--- config.mk ---
export PLATFORM = sky130hd
export DESIGN_NAME = pwm_breathe_ctrl
export DESIGN_NICKNAME = d
export VERILOG_FILES = /design/src/rtl/pwm_breathe_ctrl.sv
export SDC_FILE = /design/constraint.sdc
export NUM_CORES = 1
export LEC_CHECK = 0
export BUFFER_PORTS_ARGS = -buffer_cell sky130_fd_sc_hd__buf_4
export CAP_MARGIN = 20
export CORE_MARGIN = 3
export CORE_UTILIZATION = 55
export CTS_CLUSTER_DIAMETER = 200
export DETAILED_ROUTE_END_ITERATION = 16
export PLACE_DENSITY = 0.7
export SLEW_MARGIN = 20
export SYNTH_ARGS = -nofsm -noshare
export SYNTH_HDL_FRONTEND = slang
export SYNTH_SLANG_ARGS = --single-unit
--- constraint.sdc ---
create_clock -name clk_i -period 12.5 [get_ports clk_i]
set_input_delay 1.875 -clock clk_i [delete_from_list [all_inputs] [get_ports clk_i]]
set_output_delay 1.875 -clock clk_i [all_outputs]
set_load 0.05 [all_outputs]
--- src/rtl/pwm_breathe_ctrl.sv ---
// ---------------------------------------------------------------------------
// pwm_breathe_ctrl
// Multi-channel LED PWM controller with a shared clock prescaler and PWM
// counter. Each channel has a shadow duty/mode pair that is written at any
// time and copied to the active pair only when the PWM counter wraps, so a
// period in progress is never disturbed. Channels in breathe mode ramp their
// brightness up and down by one step per period, between 0 and the
// programmed ceiling.
// ---------------------------------------------------------------------------
module pwm_breathe_ctrl #(
    parameter int  N_CH    = 4,
    parameter int  CNT_W   = 8,
    parameter int  CLK_DIV = 256,
    localparam int AW      = (N_CH > 1) ? $clog2(N_CH) : 1
) (
    input  logic             clk_i,
    input  logic             rst_i,
    input  logic             en_i,
    input  logic             wr_en_i,
    input  logic [AW-1:0]    wr_addr_i,
    input  logic [CNT_W-1:0] wr_duty_i,
    input  logic             wr_mode_i,
    output logic [N_CH-1:0]  led_o,
    output logic             period_end_o
);

    // Prescaler width; a divide-by-one prescaler keeps a single constant bit.
    localparam int               PW         = (CLK_DIV > 1) ? $clog2(CLK_DIV) : 1;
    localparam logic [PW-1:0]    PRESC_LAST = PW'(CLK_DIV - 1);
    localparam logic [CNT_W-1:0] CNT_LAST   = {CNT_W{1'b1}};

    // Breathe ramp direction per channel.
    typedef enum logic {
        ST_UP   = 1'b0,
        ST_DOWN = 1'b1
    } dir_e;

    // Shared timebase.
    logic [PW-1:0]    presc_q;
    logic [PW-1:0]    presc_d;
    logic [CNT_W-1:0] cnt_q;
    logic [CNT_W-1:0] cnt_d;
    logic             tick_s;
    logic             wrap_s;
    logic             period_end_q;

    // Per-channel programming and ramp state.
    logic [N_CH-1:0]  wr_hit_s;
    logic [CNT_W-1:0] shadow_duty_q [N_CH];
    logic [N_CH-1:0]  shadow_mode_q;
    logic [CNT_W-1:0] next_duty_s   [N_CH];
    logic [N_CH-1:0]  next_mode_s;
    logic [CNT_W-1:0] duty_q        [N_CH];
    logic [N_CH-1:0]  mode_q;
    logic [CNT_W-1:0] level_q       [N_CH];
    dir_e             dir_q         [N_CH];
    logic [N_CH-1:0]  up_hit_s;
    logic [CNT_W-1:0] eff_duty_s    [N_CH];
    logic [N_CH-1:0]  led_d;
    logic [N_CH-1:0]  led_q;

    // Prescaler next state, tick generation and PWM counter wrap detection.
    always_comb begin
        tick_s  = 1'b0;
        presc_d = presc_q;
        cnt_d   = cnt_q;
        if (en_i) begin
            if (presc_q == PRESC_LAST) begin
                tick_s  = 1'b1;
                presc_d = '0;
            end else begin
                presc_d = presc_q + PW'(1);
            end
        end else begin
            presc_d = presc_q;
        end
        if (tick_s) begin
            cnt_d = cnt_q + CNT_W'(1);
        end else begin
            cnt_d = cnt_q;
        end
        wrap_s = tick_s && (cnt_q == CNT_LAST);
    end

    // Write decode, wrap-cycle bypass of the shadow, ramp step test and LED compare.
    always_comb begin
        for (int i = 0; i < N_CH; i++) begin
            // Out-of-range addresses match no channel, so such writes vanish.
            wr_hit_s[i] = wr_en_i && (wr_addr_i == AW'(i));
            if (wr_hit_s[i]) begin
                next_duty_s[i] = wr_duty_i;
                next_mode_s[i] = wr_mode_i;
            end else begin
                next_duty_s[i] = shadow_duty_q[i];
                next_mode_s[i] = shadow_mode_q[i];
            end
            // One extra bit so level + 1 cannot wrap past the ceiling.
            up_hit_s[i] = (({1'b0, level_q[i]} + (CNT_W + 1)'(1)) >= {1'b0, next_duty_s[i]});
            if (mode_q[i]) begin
                eff_duty_s[i] = level_q[i];
            end else begin
                eff_duty_s[i] = duty_q[i];
            end
            led_d[i] = en_i && (cnt_q < eff_duty_s[i]);
        end
    end

    // Prescaler, PWM counter and the registered one-cycle period-end pulse.
    always_ff @(posedge clk_i or posedge rst_i) begin
        if (rst_i) begin
            presc_q      <= '0;
            cnt_q        <= '0;
            period_end_q <= 1'b0;
        end else begin
            presc_q      <= presc_d;
            cnt_q        <= cnt_d;
            period_end_q <= wrap_s;
        end
    end

    // Shadow registers accept writes in any cycle, whether or not EN is high.
    always_ff @(posedge clk_i or posedge rst_i) begin
        if (rst_i) begin
            for (int i = 0; i < N_CH; i++) begin
                shadow_duty_q[i] <= '0;
            end
            shadow_mode_q <= '0;
        end else begin
            for (int i = 0; i < N_CH; i++) begin
                if (wr_hit_s[i]) begin
                    shadow_duty_q[i] <= wr_duty_i;
                    shadow_mode_q[i] <= wr_mode_i;
                end
            end
        end
    end

    // Active duty/mode reload at each wrap, taking a coincident write directly.
    always_ff @(posedge clk_i or posedge rst_i) begin
        if (rst_i) begin
            for (int i = 0; i < N_CH; i++) begin
                duty_q[i] <= '0;
            end
            mode_q <= '0;
        end else begin
            if (wrap_s) begin
                for (int i = 0; i < N_CH; i++) begin
                    duty_q[i] <= next_duty_s[i];
                end
                mode_q <= next_mode_s;
            end
        end
    end

    // Breathe ramp FSM: one step per wrap against the ceiling loaded at that wrap.
    always_ff @(posedge clk_i or posedge rst_i) begin
        if (rst_i) begin
            for (int i = 0; i < N_CH; i++) begin
                level_q[i] <= '0;
                dir_q[i]   <= ST_UP;
            end
        end else begin
            for (int i = 0; i < N_CH; i++) begin
                if (wrap_s) begin
                    // A mode change, static mode, or a zero ceiling parks the ramp at 0/UP.
                    if ((next_mode_s[i] != mode_q[i]) || !next_mode_s[i] ||
                        (next_duty_s[i] == '0)) begin
                        level_q[i] <= '0;
                        dir_q[i]   <= ST_UP;
                    end else begin
                        case (dir_q[i])
                            ST_UP: begin
                                // Reaching the ceiling, or a ceiling lowered under the
                                // current level, lands exactly on the ceiling.
                                if (up_hit_s[i]) begin
                                    level_q[i] <= next_duty_s[i];
                                    dir_q[i]   <= ST_DOWN;
                                end else begin
                                    level_q[i] <= level_q[i] + CNT_W'(1);
                                end
                            end
                            ST_DOWN: begin
                                if (level_q[i] == '0) begin
                                    level_q[i] <= CNT_W'(1);
                                    dir_q[i]   <= ST_UP;
                                end else begin
                                    level_q[i] <= level_q[i] - CNT_W'(1);
                                end
                            end
                            default: begin
                                level_q[i] <= '0;
                                dir_q[i]   <= ST_UP;
                            end
                        endcase
                    end
                end
            end
        end
    end

    // LED output register; EN low forces every channel off on the next cycle.
    always_ff @(posedge clk_i or posedge rst_i) begin
        if (rst_i) begin
            led_q <= '0;
        end else begin
            led_q <= led_d;
        end
    end

    assign led_o        = led_q;
    assign period_end_o = period_end_q;

endmodule

==> key figures, run 1 <==
Timing
  – Final min period: 4.71 ns
  – Final hold slack: 0.469 ns
  – Unrepaired setup endpoints after global routing: false
  – # setup viols final: 0
  – Crit share post-route: 37.7%
  – Final-report hold violation count: 0
  – Fin. max-slew vios: 0
  – TNS Setup: 0 ns
  – Clk_skew: 0.00591 ns
  – F_max: 212 MHz
  – Worst-margin pin slew: 0.991 ns
  – Max_slew headroom: 33.6%

Final layout
  – Ant. Diodes: 0
  – Share of layout cells above drive strength 1: 11.3%
  – Fin util: 62.1%
  – Layout area overhead: 9.98%
  – Final net count: 998
  – Fill count: 1289

CTS
  – CTS tree: built
  – Postcts setup bufs: 0
  – Root Driver: clkbuf_16
  – Reg clk slew, reported paths: 0.06 ns
  – # resized after CTS: 0
  – Num CTS Buffers: 17
  – Clock Sinks: 129
  – Clk_lat worst skew: 0.43 ns
  – H-tree depth: 4
  – Clock Path Buffers: 2
  – Hold-fix buffers, CTS: 0

Yosys
  – Post-synth EDFFs: 0
  – Dominant cells by area after synthesis: dfrtp_1 (37%), ha_1 (10%), mux2i_1 (8.7%)
  – Syn nets: 1008
  – Share of the synthesized area in the top cell type: 37.3%
  – Yosys cell types: 68
  – Synth area leader: dfrtp_1
  – Yosys reg bits: 129
  – Mapped Cells: 923
  – Mapped Area: 8650 um^2
  – Synth Area per Inst: 9.37 um^2
  – Post-synthesis sequential area ratio: 37.3%
  – Post-synth top cells: dfrtp_1 (129), mux2i_1 (75), ha_1 (70), a21oi_1 (63), nor2_1 (62)
  – Most used DFF post-synth: dfrtp_1
  – Post-synth ARST share: 100%
  – Cell with the most instances after synthesis: dfrtp_1
  – YS warnings: 0

Job
  – MaxCap Viol Count: 0

Critical path
  – Worst reg2reg path depth: 10
  – Top cell by count, worst path: a21o_1
  – Critical Path Max Stage Delay: 0.81 ns
  – Worst R2R Setup Slack: 9.07 ns
  – Worst Path Required: 12.77 ns
  – Crit-path slowest cell: nor3b_2
  – Critical Path Start Type: input pin
  – Worst-path maximum fanout: 11
  – Critical Path AT: 4.98 ns
  – Crit end category: flip-flop
  – Worst-path cell chain: buf_4 -> nor3b_2 -> mux2_2 -> ha_1 -> nand2b_1 -> a21o_1 -> maj3_1 -> a21o_1 -> a311oi_1 -> o22ai_1
  – WS Path Type: in2reg

Placement
  – Hpwl dp: 14600 um
  – GPL Wtd Cong: 0.858
  – Port Buffer Count: 19

Detailed routing
  – Number of vias after detailed routing: 6955
  – Post-route antenna net violation count: 0
  – Final WL: 21300 um
  – Drt via density: 6.12
  – Detailed Routing Iterations Pass 1: 5
  – DRT iter0 DRCs: 439
  – Routed len/inst: 18.7 um
  – Drc violations: 0

Pwr
  – Comb pwr share: 11.3%
  – Pwr dens: 121 nW/um^2
  – Switch Pwr: 299 uW
  – Net Sw Frac: 25.9%
  – Sequential share of power: 41.3%
  – Pint: 853 uW
  – Clk pwr share: 47.4%
  – Maximum VDD drop: 101 uV
  – Leakage power: 0.00407 uW

Global route
  – Initial antenna violation count: 0
  – Vias in the first global route: 6695
  – Largest net degree at the start of global routing: 75
  – Gr usage total: 25.4%
  – GRT overflow: 0
  – First-pass GRT wire length: 35200 um

Floorplan
  – Core area: 15300 um^2
  – Die Wd: 131 um
  – Starting Density: 56.5%
  – Die Y: 131 um
  – FP Rows: 45
  – Top-Level Pins: 20
  – Die Area: 17300 um^2

Hold path
  – HP Class: reg2reg
  – Min-Delay Path Depth: 2

Status
  – Status: finished, final reports clean
metal layers:
layer  share of wire, %  track usage [%]  vias to the layer above
met1                 46             35.6                     3384
met2                 47             40.8                      199
met5                  0                0                        -
li1                   -                -                     3336
met3                5.2             4.52                       36
met4                1.7             7.00                        0
path summary, 6_finish.rpt:
check	from	end
worst max-delay path	wr_addr_i[1]	level_q[25]
max in group asynchronous	rst_i	shadow_duty_q[31]
worst min register to register	duty_q[2]	duty_q[2]
worst min-delay path	duty_q[2]	duty_q[2]
worst max register to register	presc_q[0]	level_q[28]
min in group asynchronous	rst_i	level_q[8]
registers in the layout (all words and copies together), names as in the netlist:
name,count
shadow_duty_q,32
shadow_mode_q,4
presc_q,8
period_end_o,1
dir_q,4
mode_q,4
led_o,4
level_q,32
cnt_q,8
duty_q,32
worst max-delay path: cells and delay by family:
kind,cells,cell delay (ns)
AOI/OAI and AO/OA,4,0.95
adders and majority gates,2,0.64
buffers and inverters,1,0.13
muxes,1,0.44
and+or+nand+nor,2,0.95
kinds of logic after synthesis:
family	Yosys count	synth area share (%)
muxes	100	12.0
DFF	129	37.3
xor gates and xnor gates	36	3.65
buffers and inverters	101	4.80
and+or+nand+nor	279	16.9
adders and majority gates	73	10.5
AOI/OAI and AO/OA	205	14.8
power groups by stage:
| stage | combinational, uW | sequential [uW] | clock, uW |
|---|---|---|---|
| after floorplan | 93.8 | 475 | 0 |
| after global placement | 125 | 480 | 0 |
| after detailed placement | 129 | 481 | 0 |
| after CTS | 130 | 475 | 556 |
| after global routing | 146 | 479 | 577 |
| final | 130 | 476 | 547 |
per-stage QoR:
stage                     std cells  power [uW]  setup slack, ns  instance area [um^2]
after global placement         1105         605             7.42                  8860
after detailed placement       1105         610             7.39                  8860
after CTS                      1137        1160             7.83                  9500
after floorplan                 923         569             7.18                  8650
final                          1137        1150             7.79                  9510
after global routing           1137        1200             7.61                  9510
placed cells by master, fill, tap and decap left out, types with 5 or more instances in the layout:
cell,synthesis,routed
a2111oi_0,6,6
a211oi_1,5,5
a21o_1,5,5
a21oi_1,63,63
a22oi_1,10,10
and2_1,6,6
and3_1,8,8
buf_4,4,23
clkbuf_16,0,17
dfrtp_1,129,129
ha_1,70,70
inv_1,48,47
mux2_2,24,24
mux2i_1,75,75
nand2_1,60,60
nand2b_1,15,15
nand3_1,33,33
nand3b_1,8,8
nand4_1,6,6
nor2_1,62,62
nor3_1,22,22
nor3b_1,5,5
nor4_1,19,19
nor4b_1,6,6
o21ai_0,60,60
o31ai_1,14,14
or3_1,8,8
or4b_2,5,5
xnor2_1,26,26
xor2_1,10,10
cell type report:
cell class                 instances  area, um^2  area share (%)
inverter                          49         189            1.99
tap                              211         264            2.78
multi-input combinational        693        5010            52.7
sequential                       129        3230            33.9
clock inverter                    11         175            1.84
timing repair buffer              23         173            1.82
clock buffer                      21         470            4.95
Note: power is estimated with default switching activity, not from simulation.
==> run 2, diff against run 1 <==
--- a/config.mk
+++ b/config.mk
@@ -11,7 +11,7 @@
 export CORE_UTILIZATION = 55
 export CTS_CLUSTER_DIAMETER = 200
 export DETAILED_ROUTE_END_ITERATION = 16
-export PLACE_DENSITY = 0.7
+export PLACE_DENSITY = 0.73
 export SLEW_MARGIN = 20
 export SYNTH_ARGS = -nofsm -noshare
 export SYNTH_HDL_FRONTEND = slang
==> constraint.sdc (replaced) <==
create_clock -name clk_i -period 4.1 [get_ports clk_i]
set_input_delay 0.615 -clock clk_i [delete_from_list [all_inputs] [get_ports clk_i]]
set_output_delay 0.615 -clock clk_i [all_outputs]
set_load 0.05 [all_outputs]
==> run 2 against run 1 <==
Global-route usage is 0.38 points higher. Critical path depth is 1 higher. Power increased to 2.9 times the previous value. Sequential power grew to 3.0 times the previous value. Clock power rose to 2.8 times the previous value. Hold slack got worse by 0.12 ns. Core utilization unchanged. Non-clock buffer count is 6 higher. Clock skew decreased by 0.00083 ns.
==> key figures, run 2 (same netlist as run 1, synthesis figures left out) <==
Floorplan
  – Die Wd: 131 um
  – FP Rows: 45
  – Die Area: 17300 um^2
  – Die Y: 131 um
  – Core area: 15300 um^2
  – Starting Density: 56.5%
  – Top-Level Pins: 20

Critical path
  – Reg-to-Reg Start: level_q[19]
  – CP Launch Point: level_q[19]
  – WS Path Type: reg2reg
  – Worst-path maximum fanout: 11
  – Worst R2R End: level_q[18]
  – Crit end category: flip-flop
  – Critical Path AT: 3.56 ns
  – Worst reg2reg path depth: 11
  – Worst Path Required: 4.42 ns
  – Worst R2R Setup Slack: 0.86 ns
  – Critical Path Start Type: flip-flop

Status
  – Status: finished, final reports clean

Global route
  – First-pass GRT wire length: 35900 um
  – Vias in the first global route: 6965
  – GRT overflow: 0
  – Initial antenna violation count: 0
  – Gr usage total: 25.8%
  – Largest net degree at the start of global routing: 95

CTS
  – H-tree depth: 4
  – Reg clk slew, reported paths: 0.06 ns
  – Root Driver: clkbuf_16
  – Postcts setup bufs: 0
  – Num CTS Buffers: 17
  – Clock Sinks: 129
  – # resized after CTS: 0
  – Clock Path Buffers: 2
  – Hold-fix buffers, CTS: 0
  – CTS tree: built
  – Clk_lat worst skew: 0.42 ns

Timing
  – Clk_skew: 0.00509 ns
  – Unrepaired setup endpoints after global routing: false
  – Crit share post-route: 78.9%
  – # setup viols final: 0
  – F_max: 309 MHz
  – Final hold slack: 0.346 ns
  – Worst-margin pin slew: 1.11 ns
  – TNS Setup: 0 ns
  – Final min period: 3.24 ns
  – Final WS setup: 0.865 ns
  – Final-report hold violation count: 0
  – Max_slew headroom: 26.0%
  – Fin. max-slew vios: 0

Placement
  – Pre-CTS setup slack: 0.614 ns
  – Hpwl dp: 14900 um
  – Placed cell area: 8910 um^2
  – GPL Wtd Cong: 0.883
  – Port Buffer Count: 19

Detailed routing
  – DRT iter0 DRCs: 468
  – Routed len/inst: 19.2 um
  – Post-route antenna net violation count: 0
  – Drc violations: 0
  – Drt via density: 6.21
  – Detailed Routing Iterations Pass 1: 5
  – Number of vias after detailed routing: 7089
  – Final WL: 22000 um

Hold path
  – HP Class: in2async

Final layout
  – Most common cell after layout, fill and taps aside: dfrtp_1
  – Area of the multi-input gates: 5000 um^2
  – Share of layout cells above drive strength 1: 11.6%
  – Commonest cells after routing, fill and taps aside: dfrtp_1 (129), mux2i_1 (75), ha_1 (70), a21oi_1 (63), nor2_1 (62)
  – Biggest regs: duty_q: 32 flops, level_q: 32 flops, shadow_duty_q: 32 flops
  – Fill count: 1292
  – FF+latch area: 3230 um^2
  – Ant. Diodes: 0
  – Layout area overhead: 9.98%
  – Post-route cell area: 9510 um^2
  – Final net count: 1004

Pwr
  – Pwr dens: 356 nW/um^2
  – Maximum VDD drop: 304 uV
  – Leakage power: 0.00409 uW

Job
  – MaxCap Viol Count: 0
## run 2: layout make-up
type | instances | area share (%)
clock buffer | 21 | 4.84
clock inverter | 10 | 1.42
inverter | 49 | 1.99
multi-input combinational | 693 | 52.6
sequential | 129 | 33.9
tap | 211 | 2.78
timing repair buffer | 29 | 2.42
## run 2: routing by layer
layer | share of wire (%) | global-route usage [%] | vias up
met5 | 0 | 0 | -
met3 | 5.8 | 5.67 | 37
met2 | 48 | 42.2 | 245
li1 | - | - | 3350
met4 | 1.8 | 8.52 | 0
met1 | 44 | 34.3 | 3457
## run 2: critical path: stages (launching register included)
cell and delay (ns):
dfrtp_1 0.57, nand3_1 0.16, nor3_1 0.25, and3_1 0.21, xor2_1 0.24, ha_1 0.29, nand3_1 0.12, o22ai_1 0.09
a311oi_1 0.52, a211oi_1 0.15, or3_1 0.35, o21ai_0 0.20
## run 2: worst max path at each step
| stage | endpoint |
|---|---|
| final | level_q[18] |
| after global routing | level_q[18] |
| after detailed placement | level_q[19] |
| after floorplan | cnt_q[0] |
| after global placement | level_q[18] |
| after CTS | level_q[18] |
## run 2: through the flow
| step | cells | utilization [%] | total power, uW |
|---|---|---|---|
| final | 1142 | 62.1 | 3380 |
| after global routing | 1142 | 62.1 | 3510 |
| after CTS | 1142 | 62.1 | 3400 |
| after detailed placement | 1111 | 58.2 | 1860 |
| after global placement | 1111 | 58.2 | 1840 |
| after floorplan | 923 | - | 1740 |
## run 2: power by group
group          switching (uW)  internal (uW)  total, uW
Clock                     558            981       1540
Sequential               73.8           1380       1450
Combinational             239            157        395
Total                     870           2510       3380
==> run 3, diff against run 2 <==
==> constraint.sdc (replaced) <==
create_clock -name clk_i -period 2.6 [get_ports clk_i]
set_input_delay 0.39 -clock clk_i [delete_from_list [all_inputs] [get_ports clk_i]]
set_output_delay 0.39 -clock clk_i [all_outputs]
set_load 0.05 [all_outputs]
==> run 3 against run 2 <==
The run now ends with negative setup slack left. Wire length increased by 13%. First-iteration DRC count increased by 40%. Non-clock buffer count grew 136. Hold slack got worse by 0.29 ns. Highest routed layer unchanged.
==> key figures, run 3 (same netlist as run 1, synthesis figures left out) <==
Status
  – Status: complete, but fails checks
  – Failing checks: negative setup slack

Final layout
  – Fill count: 1122
  – Ant. Diodes: 0
  – Final net count: 1141
  – Most common cell after layout, fill and taps aside: buf_4
  – Commonest cells after routing, fill and taps aside: buf_4 (155), dfrtp_1 (126), mux2i_1 (71), ha_1 (61)
  – Share of layout cells above drive strength 1: 29.1%
  – Biggest regs: duty_q: 32 flops, level_q: 32 flops, shadow_duty_q: 32 flops
  – Layout area overhead: 27.3%

Timing
  – Final min period: 2.64 ns
  – Fin. max-slew vios: 0
  – Max_slew headroom: 51.3%
  – Worst-margin pin slew: 0.730 ns
  – Final WS setup: -0.0411 ns
  – Final hold slack: 0.0571 ns
  – Unrepaired setup endpoints after global routing: true
  – F_max: 379 MHz
  – Crit share post-route: 102%
  – Final-report hold violation count: 0
  – Clk_skew: 0.00665 ns
  – TNS Setup: -0.249 ns
  – # setup viols final: 12

CTS
  – Clk_lat worst skew: 0.42 ns
  – Hold-fix buffers, CTS: 0
  – CTS tree: built
  – Reg clk slew, reported paths: 0.05 ns
  – H-tree depth: 4
  – Clock Sinks: 129
  – Num CTS Buffers: 17
  – Clock Path Buffers: 2
  – Root Driver: clkbuf_16

Pwr
  – Total power draw: 5390 uW
  – Pwr dens: 490 nW/um^2
  – Sequential share of power: 42.5%
  – Clk pwr share: 40.1%
  – Maximum VDD drop: 559 uV
  – Switch Pwr: 1450 uW
  – Comb pwr share: 17.4%
  – Pint: 3940 uW
  – Net Sw Frac: 26.8%
  – Leakage power: 0.00487 uW

Detailed routing
  – Drt via density: 6.09
  – Number of vias after detailed routing: 7787
  – Drc violations: 0
  – DRT iter0 DRCs: 654
  – Detailed Routing Iterations Pass 1: 6
  – Routed len/inst: 19.4 um
  – Final WL: 24800 um
  – Post-route antenna net violation count: 0

Floorplan
  – Die Area: 17300 um^2
  – Starting Density: 56.5%
  – FP Rows: 45
  – Die Y: 131 um
  – Core area: 15300 um^2
  – Die Wd: 131 um
  – Top-Level Pins: 20

Critical path
  – WS Path Type: reg2reg
  – Worst-path cell chain: inv_2 -> nor3_4 -> nand3_2 -> xnor2_2 -> ha_1 -> and3_4 -> nand3_1 -> o21ai_4 -> mux2i_2 -> o21ai_1
  – Crit-path slowest cell: dfrtp_2
  – Worst Path Required: 2.90 ns
  – Delay-heaviest family, CP: simple AND/OR/NAND/NOR gates
  – Worst-path maximum fanout: 5
  – CP bufs+invs: 1
  – Critical Path Start Type: flip-flop
  – Critical Path Max Stage Delay: 0.42 ns
  – Critical Path AT: 2.94 ns
  – Crit end category: flip-flop

Job
  – MaxCap Viol Count: 0

Global route
  – GRT overflow: 0
  – Vias in the first global route: 7523
  – First-pass GRT wire length: 38100 um
  – Largest net degree at the start of global routing: 52
  – Initial antenna violation count: 0
  – Gr usage total: 27.5%

Placement
  – GPL Wtd Cong: 0.921
  – Hpwl dp: 17100 um
  – Port Buffer Count: 19

Hold path
  – HP Class: in2async
## run 3: area by class of cell
| cell class | count | area (um^2) | area share (%) |
|---|---|---|---|
| repair buffers | 165 | 1320 | 12.0 |
| flip-flops and latches | 129 | 3230 | 29.4 |
| multi-input cells | 694 | 5480 | 49.8 |
| clock inverters | 8 | 65.1 | 0.591 |
| inverters | 49 | 190 | 1.73 |
| clock buffers | 22 | 454 | 4.13 |
| well taps | 211 | 264 | 2.40 |
## run 3: final timing paths
check	startpoint	to	slack, ns	depth (start not counted)
hold reg to reg	duty_q[18]	duty_q[18]	0.47	2
setup reg to reg	level_q[9]	level_q[15]	-0.04	10
max in group asynchronous	rst_i	level_q[0]	1.78	4
hold / removal	rst_i	level_q[11]	0.06	2
min in group clk_i	wr_mode_i	shadow_mode_q[3]	0.28	2
setup / recovery	level_q[9]	level_q[15]	-0.04	10
## run 3: power by group through the flow
stage	Clock, uW	Combinational, uW	Sequential [uW]
2_1_floorplan	0	471	2290
3_3_place_gp	0	831	2310
3_5_place_dp	0	858	2320
4_1_cts	2170	879	2290
5_1_grt	2280	1020	2310
6_report	2160	939	2290
## run 3: what timing repair did
item                                    4_1_cts  5_1_grt
resized for setup                            21       77
pin swaps                                     5       37
gates cloned                                  0        1
hold endpoints to repair                      0        0
endpoints found under the setup margin       25       34
setup buffers                                 1        9
## run 3: per-layer routing
layer  GRT usage (%)  part of all wire (%)  up-vias
li1                -                     -     3620
met1            35.5                    41     3770
met2            45.3                    48      321
met3            6.36                   6.8       76
met4            10.4                   3.6        0
met5               0                     0        -
## run 3: per-stage QoR
stage | std cells | instance area [um^2] | setup WS, ns | utilization (%)
final | 1278 | 11000 | -0.0411 | 71.9
after global routing | 1278 | 11000 | -0.169 | 71.9
after CTS | 1268 | 10600 | 0.000121 | 69.3
after detailed placement | 1237 | 9970 | -0.281 | 65.1
after global placement | 1237 | 9970 | -0.250 | 65.1
after floorplan | 923 | 8740 | -0.0622 | -
